File: src/rtl/mem_write_mapper.sv
// mem_write_mapper: CPU write path of the memory map.
// Accepts one write at a time, decodes the 16-bit virtual address and sequences
// the SRAM strobe, the graphic display port or the keyboard acknowledge.
// ROM and unmapped addresses are rejected as faults.
// Optional macro WRITE_FAULT_LATCH_EN: latch the last faulting address and a
// sticky fault flag (cleared by fault_clr, set wins over clear).
// wr_done, wr_fault and gfx_wr_en follow gfx_ready within the same cycle while
// waiting on the display port, so they are decoded from the state register.
module mem_write_mapper #(
    parameter int unsigned WE_CYCLES   = 2,
    parameter int unsigned GFX_TIMEOUT = 16
) (
    input  logic        clk,
    input  logic        rst_n,
    input  logic        wr_req,
    input  logic [15:0] wr_addr,
    input  logic [15:0] wr_data,
    output logic        wr_ready,
    output logic        wr_done,
    output logic        wr_fault,
    output logic [15:0] ram_addr,
    output logic [15:0] ram_dout,
    output logic        ram_oe,
    output logic        ram_ce_n,
    output logic        ram_we_n,
    output logic [13:0] gfx_addr,
    output logic [15:0] gfx_data,
    output logic        gfx_wr_en,
    input  logic        gfx_ready,
    output logic        kbd_ack,
    output logic [15:0] fault_addr,
    output logic        fault_flag,
    input  logic        fault_clr
);

    localparam int unsigned CNT_W   = 8;
    localparam int unsigned ADDR_W  = 16;
    localparam int unsigned GADDR_W = 14;

    typedef enum logic [2:0] {
        S_IDLE,
        S_SETUP,
        S_STROBE,
        S_HOLD,
        S_GFX,
        S_KBD,
        S_FAULT
    } state_t;

    state_t             state;
    state_t             state_nxt;
    state_t             dec_state;
    logic [CNT_W-1:0]   cnt;
    logic [CNT_W-1:0]   cnt_nxt;
    logic               accept;
    logic [ADDR_W-1:0]  gfx_off;

    assign gfx_off = wr_addr - 16'hF000;

    // Address decode in priority order: RAM, ROM, graphic window, keyboard, rest faults
    always_comb begin
        dec_state = S_FAULT;
        if (!wr_addr[15]) begin
            dec_state = S_SETUP;
        end else if (wr_addr[15:8] == 8'hFF) begin
            dec_state = S_FAULT;
        end else if (wr_addr[15:8] >= 8'hF0 && wr_addr[15:8] < 8'hFA) begin
            dec_state = S_GFX;
        end else if (wr_addr == 16'hFE00) begin
            dec_state = S_KBD;
        end
    end

    // State and cycle counter register
    always_ff @(posedge clk or negedge rst_n) begin
        if (!rst_n) begin
            state <= S_IDLE;
            cnt   <= '0;
        end else begin
            state <= state_nxt;
            cnt   <= cnt_nxt;
        end
    end

    // Next-state and strobe decode
    always_comb begin
        state_nxt = state;
        cnt_nxt   = cnt;
        accept    = 1'b0;
        wr_ready  = 1'b0;
        wr_done   = 1'b0;
        wr_fault  = 1'b0;
        ram_oe    = 1'b0;
        ram_ce_n  = 1'b1;
        ram_we_n  = 1'b1;
        gfx_wr_en = 1'b0;
        kbd_ack   = 1'b0;
        case (state)
            S_IDLE: begin
                wr_ready = 1'b1;
                if (wr_req) begin
                    accept    = 1'b1;
                    state_nxt = dec_state;
                    cnt_nxt   = '0;
                end
            end
            S_SETUP: begin
                ram_ce_n  = 1'b0;
                ram_oe    = 1'b1;
                state_nxt = S_STROBE;
                cnt_nxt   = '0;
            end
            S_STROBE: begin
                ram_ce_n = 1'b0;
                ram_oe   = 1'b1;
                ram_we_n = 1'b0;
                if (cnt == CNT_W'(WE_CYCLES - 1)) begin
                    state_nxt = S_HOLD;
                end else begin
                    cnt_nxt = cnt + CNT_W'(1);
                end
            end
            S_HOLD: begin
                ram_ce_n  = 1'b0;
                ram_oe    = 1'b1;
                wr_done   = 1'b1;
                state_nxt = S_IDLE;
            end
            S_GFX: begin
                if (gfx_ready) begin
                    gfx_wr_en = 1'b1;
                    wr_done   = 1'b1;
                    state_nxt = S_IDLE;
                end else if (cnt == CNT_W'(GFX_TIMEOUT - 1)) begin
                    wr_done   = 1'b1;
                    wr_fault  = 1'b1;
                    state_nxt = S_IDLE;
                end else begin
                    cnt_nxt = cnt + CNT_W'(1);
                end
            end
            S_KBD: begin
                kbd_ack   = 1'b1;
                wr_done   = 1'b1;
                state_nxt = S_IDLE;
            end
            S_FAULT: begin
                wr_done   = 1'b1;
                wr_fault  = 1'b1;
                state_nxt = S_IDLE;
            end
            default: begin
                state_nxt = S_IDLE;
            end
        endcase
    end

    // Capture target address/data at accept; held stable for the whole access
    always_ff @(posedge clk or negedge rst_n) begin
        if (!rst_n) begin
            ram_addr <= '0;
            ram_dout <= '0;
            gfx_addr <= '0;
            gfx_data <= '0;
        end else if (accept) begin
            if (dec_state == S_SETUP) begin
                ram_addr <= {1'b0, wr_addr[15:1]};
                ram_dout <= wr_data;
            end
            if (dec_state == S_GFX) begin
                gfx_addr <= gfx_off[GADDR_W-1:0];
                gfx_data <= wr_data;
            end
        end
    end

`ifdef WRITE_FAULT_LATCH_EN
    logic [ADDR_W-1:0] acc_addr;

    // Remember the accepted address for fault reporting
    always_ff @(posedge clk or negedge rst_n) begin
        if (!rst_n) begin
            acc_addr <= '0;
        end else if (accept) begin
            acc_addr <= wr_addr;
        end
    end

    // Sticky fault flag and last faulting address; a new fault beats a clear
    always_ff @(posedge clk or negedge rst_n) begin
        if (!rst_n) begin
            fault_addr <= '0;
            fault_flag <= 1'b0;
        end else if (wr_fault) begin
            fault_addr <= acc_addr;
            fault_flag <= 1'b1;
        end else if (fault_clr) begin
            fault_flag <= 1'b0;
        end
    end
`else
    logic unused_fault_clr;

    assign fault_addr       = '0;
    assign fault_flag       = 1'b0;
    assign unused_fault_clr = fault_clr;
`endif

endmodule

File: config.mk
export PLATFORM = sky130hd
export DESIGN_NAME = mem_write_mapper
export DESIGN_NICKNAME = d
export VERILOG_FILES = /design/src/rtl/mem_write_mapper.sv
export SDC_FILE = /design/constraint.sdc
export NUM_CORES = 1
export LEC_CHECK = 0
export ABC_CLOCK_PERIOD_IN_PS = 3000
export BUFFER_PORTS_ARGS = -buffer_cell sky130_fd_sc_hd__buf_4
export CORE_MARGIN = 10
export CORE_UTILIZATION = 23
export CTS_CLUSTER_SIZE = 8
export DETAILED_ROUTE_END_ITERATION = 6
export PLACE_DENSITY = 0.45
export SETUP_SLACK_MARGIN = 0.15
export SYNTH_ARGS = -nofsm -noshare
export SYNTH_HDL_FRONTEND = slang
export SYNTH_SLANG_ARGS = --single-unit
File: constraint.sdc
create_clock -name clk -period 3 [get_ports clk]
set_input_delay 0.6 -clock clk [delete_from_list [all_inputs] [get_ports clk]]
set_output_delay 0.6 -clock clk [all_outputs]
set_load 0.03 [all_outputs]
==> flow_summary.json <==
{
  "htreeDepth": 3,
  "synthCells": 247,
  "postCtsResizedCells": 0,
  "start_kind": "register",
  "yosys.area.top_type": "dfrtp_1",
  "grt_pass1_wl_um": 14400,
  "synth-async-reset-ratio": 1.00,
  "crit_fanout": 4,
  "detail_route.wl_per_cell_um": 16.5,
  "hold_path_class": "in -> async",
  "skew_ps": 3.50,
  "place_ws_ps": 874,
  "clockBufferDepth": 2,
  "fp.coreArea_sq_um": 13900,
  "crit_path_end": "wr_done",
  "p_seq_frac": 0.326,
  "holdBufCountCts": 0,
  "synth_warnings": 0,
  "worst_setup_path_end_kind": "output port",
  "min_period_ps": 2490,
  "leakagePower_nw": 2.18,
  "p_comb_frac": 0.449,
  "crit_slowest_cell": "dfrtp_1",
  "critical_path_class": "reg -> out",
  "intPower_mw": 2.92,
  "outcome": "finished clean",
  "area_delta_synth_final_pct": 38.3,
  "ant_nets": 0,
  "synth.distinct_cells": 43,
  "gp_congestion": 0.718,
  "setup_viol": 0,
  "dieArea_sq_um": 19400,
  "crit_path_start": "cnt[0]",
  "ys_top_cells_by_area": "dfrtp_1, mux2_2, mux2_1, buf_4, mux2i_1",
  "insertion_delay_ps": 330,
  "crit_family": "compound AO/OA/AOI/OAI gates",
  "fin_util": 0.326,
  "cts_buffers": 9,
  "die_w_um": 139,
  "final_common_cell": "buf_4",
  "worst_ep_arrival_time_ps": 1890,
  "drv_slew": 0,
  "switching_power_mw": 1.98,
  "tns_ps": 0,
  "post-cts-setup-buffer-count": 0,
  "hpwl_um": 6580,
  "first_pass_iters": 4,
  "io_buffer_count": 104,
  "mostFrequentLayoutCells": "buf_4, dfrtp_1, mux2_2, mux2_1, conb_1",
  "track_usage": 0.0931,
  "antenna_cells": 0,
  "root_buffer": "clkbuf_16",
  "cap_viol_max_count": 0,
  "synth_top_area_frac": 0.552,
  "ff2ff_path_depth": 5,
  "antenna_found_initial": 0,
  "stdcell_area_sq_um": 4520,
  "drive_gt1_frac": 0.447,
  "fin_cells": 540,
  "final_hold_viol_count": 0,
  "path_buf_inv": 1,
  "pwr_density_cell_nw_per_um2": 1080,
  "slowest_delay_ps": 410,
  "fin_crit_sh": 0.829,
  "synth_ff_type": "dfrtp_1",
  "timing.rr.start": "state[1]",
  "die_height_um": 139,
  "placed_area_sq_um": 4210,
  "start_util": 0.235,
  "cts.sinks": 72,
  "synth_seq_cells": 72,
  "cts.clk_slew.worst_paths_ps": 60,
  "rrSetupSlack_ps": 980,
  "syn_area_sq_um": 3270,
  "r2r_end": "ram_dout[3]",
  "whs_ps": 395,
  "setup_ws_ps": 512,
  "seq_area_frac_synth": 0.552,
  "grt_pass1_vias": 2541,
  "drtIter0Drc": 99,
  "crit_required_ps": 2400,
  "path_depth": 6,
  "viasPerCell": 4.33,
  "fmax_ghz": 0.402,
  "avgSynthCellArea_sq_um": 13.2,
  "grt_max_degree": 73,
  "p_clk_frac": 0.225,
  "dr_total_vias": 2339,
  "ir_drop_uv": 445,
  "grt_setup_unrepaired": "no",
  "grt_overflow": 0,
  "placedCellCount": 525,
  "total_power_mw": 4.90,
  "p_sw_frac": 0.404,
  "synth_edf_count": 0,
  "row_count": 43,
  "pin_count": 124,
  "max_slew_margin": 0.387,
  "tightest_slew_ps": 920,
  "cts_tree": "yes",
  "drc": 0,
  "routed_wl_um": 8930,
  "fin_nets": 396,
  "crit_chain": "ha_1 > and3_1 > a211o_1 > a21oi_1 > nor2_1 > buf_4"
}
[power groups by stage]
stage | clock network [mW] | logic [mW] | registers, mW
5_1_grt | 1.19 | 2.36 | 1.66
3_3_place_gp | 0 | 2.23 | 1.59
3_5_place_dp | 0 | 2.24 | 1.61
4_1_cts | 1.15 | 2.24 | 1.61
2_1_floorplan | 0 | 0.751 | 2.21
6_report | 1.10 | 2.20 | 1.60
[cell type report]
type,instances,area (sq um)
Fill cell,1465,9360
Sequential cell,72,1800
Tap cell,180,225
Clock buffer,13,270
Clock inverter,2,37.5
Inverter,4,15.0
Timing Repair Buffer,109,843
Multi-Input combinational cell,160,1330
[sequential cells by signal (all words and copies together) (netlist names)]
signal / flops
gfx_data: 16
cnt: 8
gfx_addr: 14
state: 3
ram_addr: 15
ram_dout: 16
[cell families (layout without fill, tap and decap cells)]
group                    count (synthesis)  count (layout)  share of synthesized area
other                                    1              18                    0.00115
AND/OR/NAND/NOR                         44              44                     0.0885
buffers and inverters                   32             128                     0.0643
adder cells (fa/ha/maj)                  3               3                     0.0115
flip-flops                              72              72                      0.552
AO/OA/AOI/OAI                           32              32                     0.0674
multiplexers                            63              63                      0.216
[worst reg2reg max path, delay by kind of cell, from the launching register on]
| family | cells | cell delay (ps) |
|---|---|---|
| muxes | 1 | 370 |
| and+or+nand+nor | 3 | 740 |
| buffers and inverters | 1 | 240 |
| DFF | 1 | 560 |
[worst min-delay path by stage]
stage | start | end | slack [ps] | cells past startpoint
final | rst_n | ram_dout[7] | 400 | 1
after global routing | rst_n | gfx_data[7] | 470 | 1
after CTS | rst_n | ram_addr[14] | 450 | 1
after detailed placement | gfx_data[11] | gfx_data[11] | 480 | 1
after global placement | gfx_addr[12] | gfx_addr[12] | 470 | 2
after floorplan | rst_n | cnt[0] | 300 | 0
[routing by layer]
metal | part of all wire | vias to the layer above | global-route usage | wire length, um
met4 | 0.014 | 0 | 0.0346 | 129
li1 | - | 1089 | - | -
met1 | 0.40 | 1146 | 0.101 | 3560
met5 | 0 | - | 0 | 0
met2 | 0.44 | 93 | 0.132 | 3890
met3 | 0.15 | 11 | 0.0740 | 1350
[cell usage after synthesis, types with 3 or more instances]
master,instances
a211oi_1,4
a21o_1,3
a21oi_1,5
buf_2,6
buf_4,22
dfrtp_1,72
ha_1,3
inv_1,4
mux2_1,29
mux2_2,30
mux2i_1,4
nand2_1,6
nand3_1,5
nand4_1,4
nor2_1,9
o21ai_0,7
o21bai_1,3
Power figures use the tool's default switching activity.
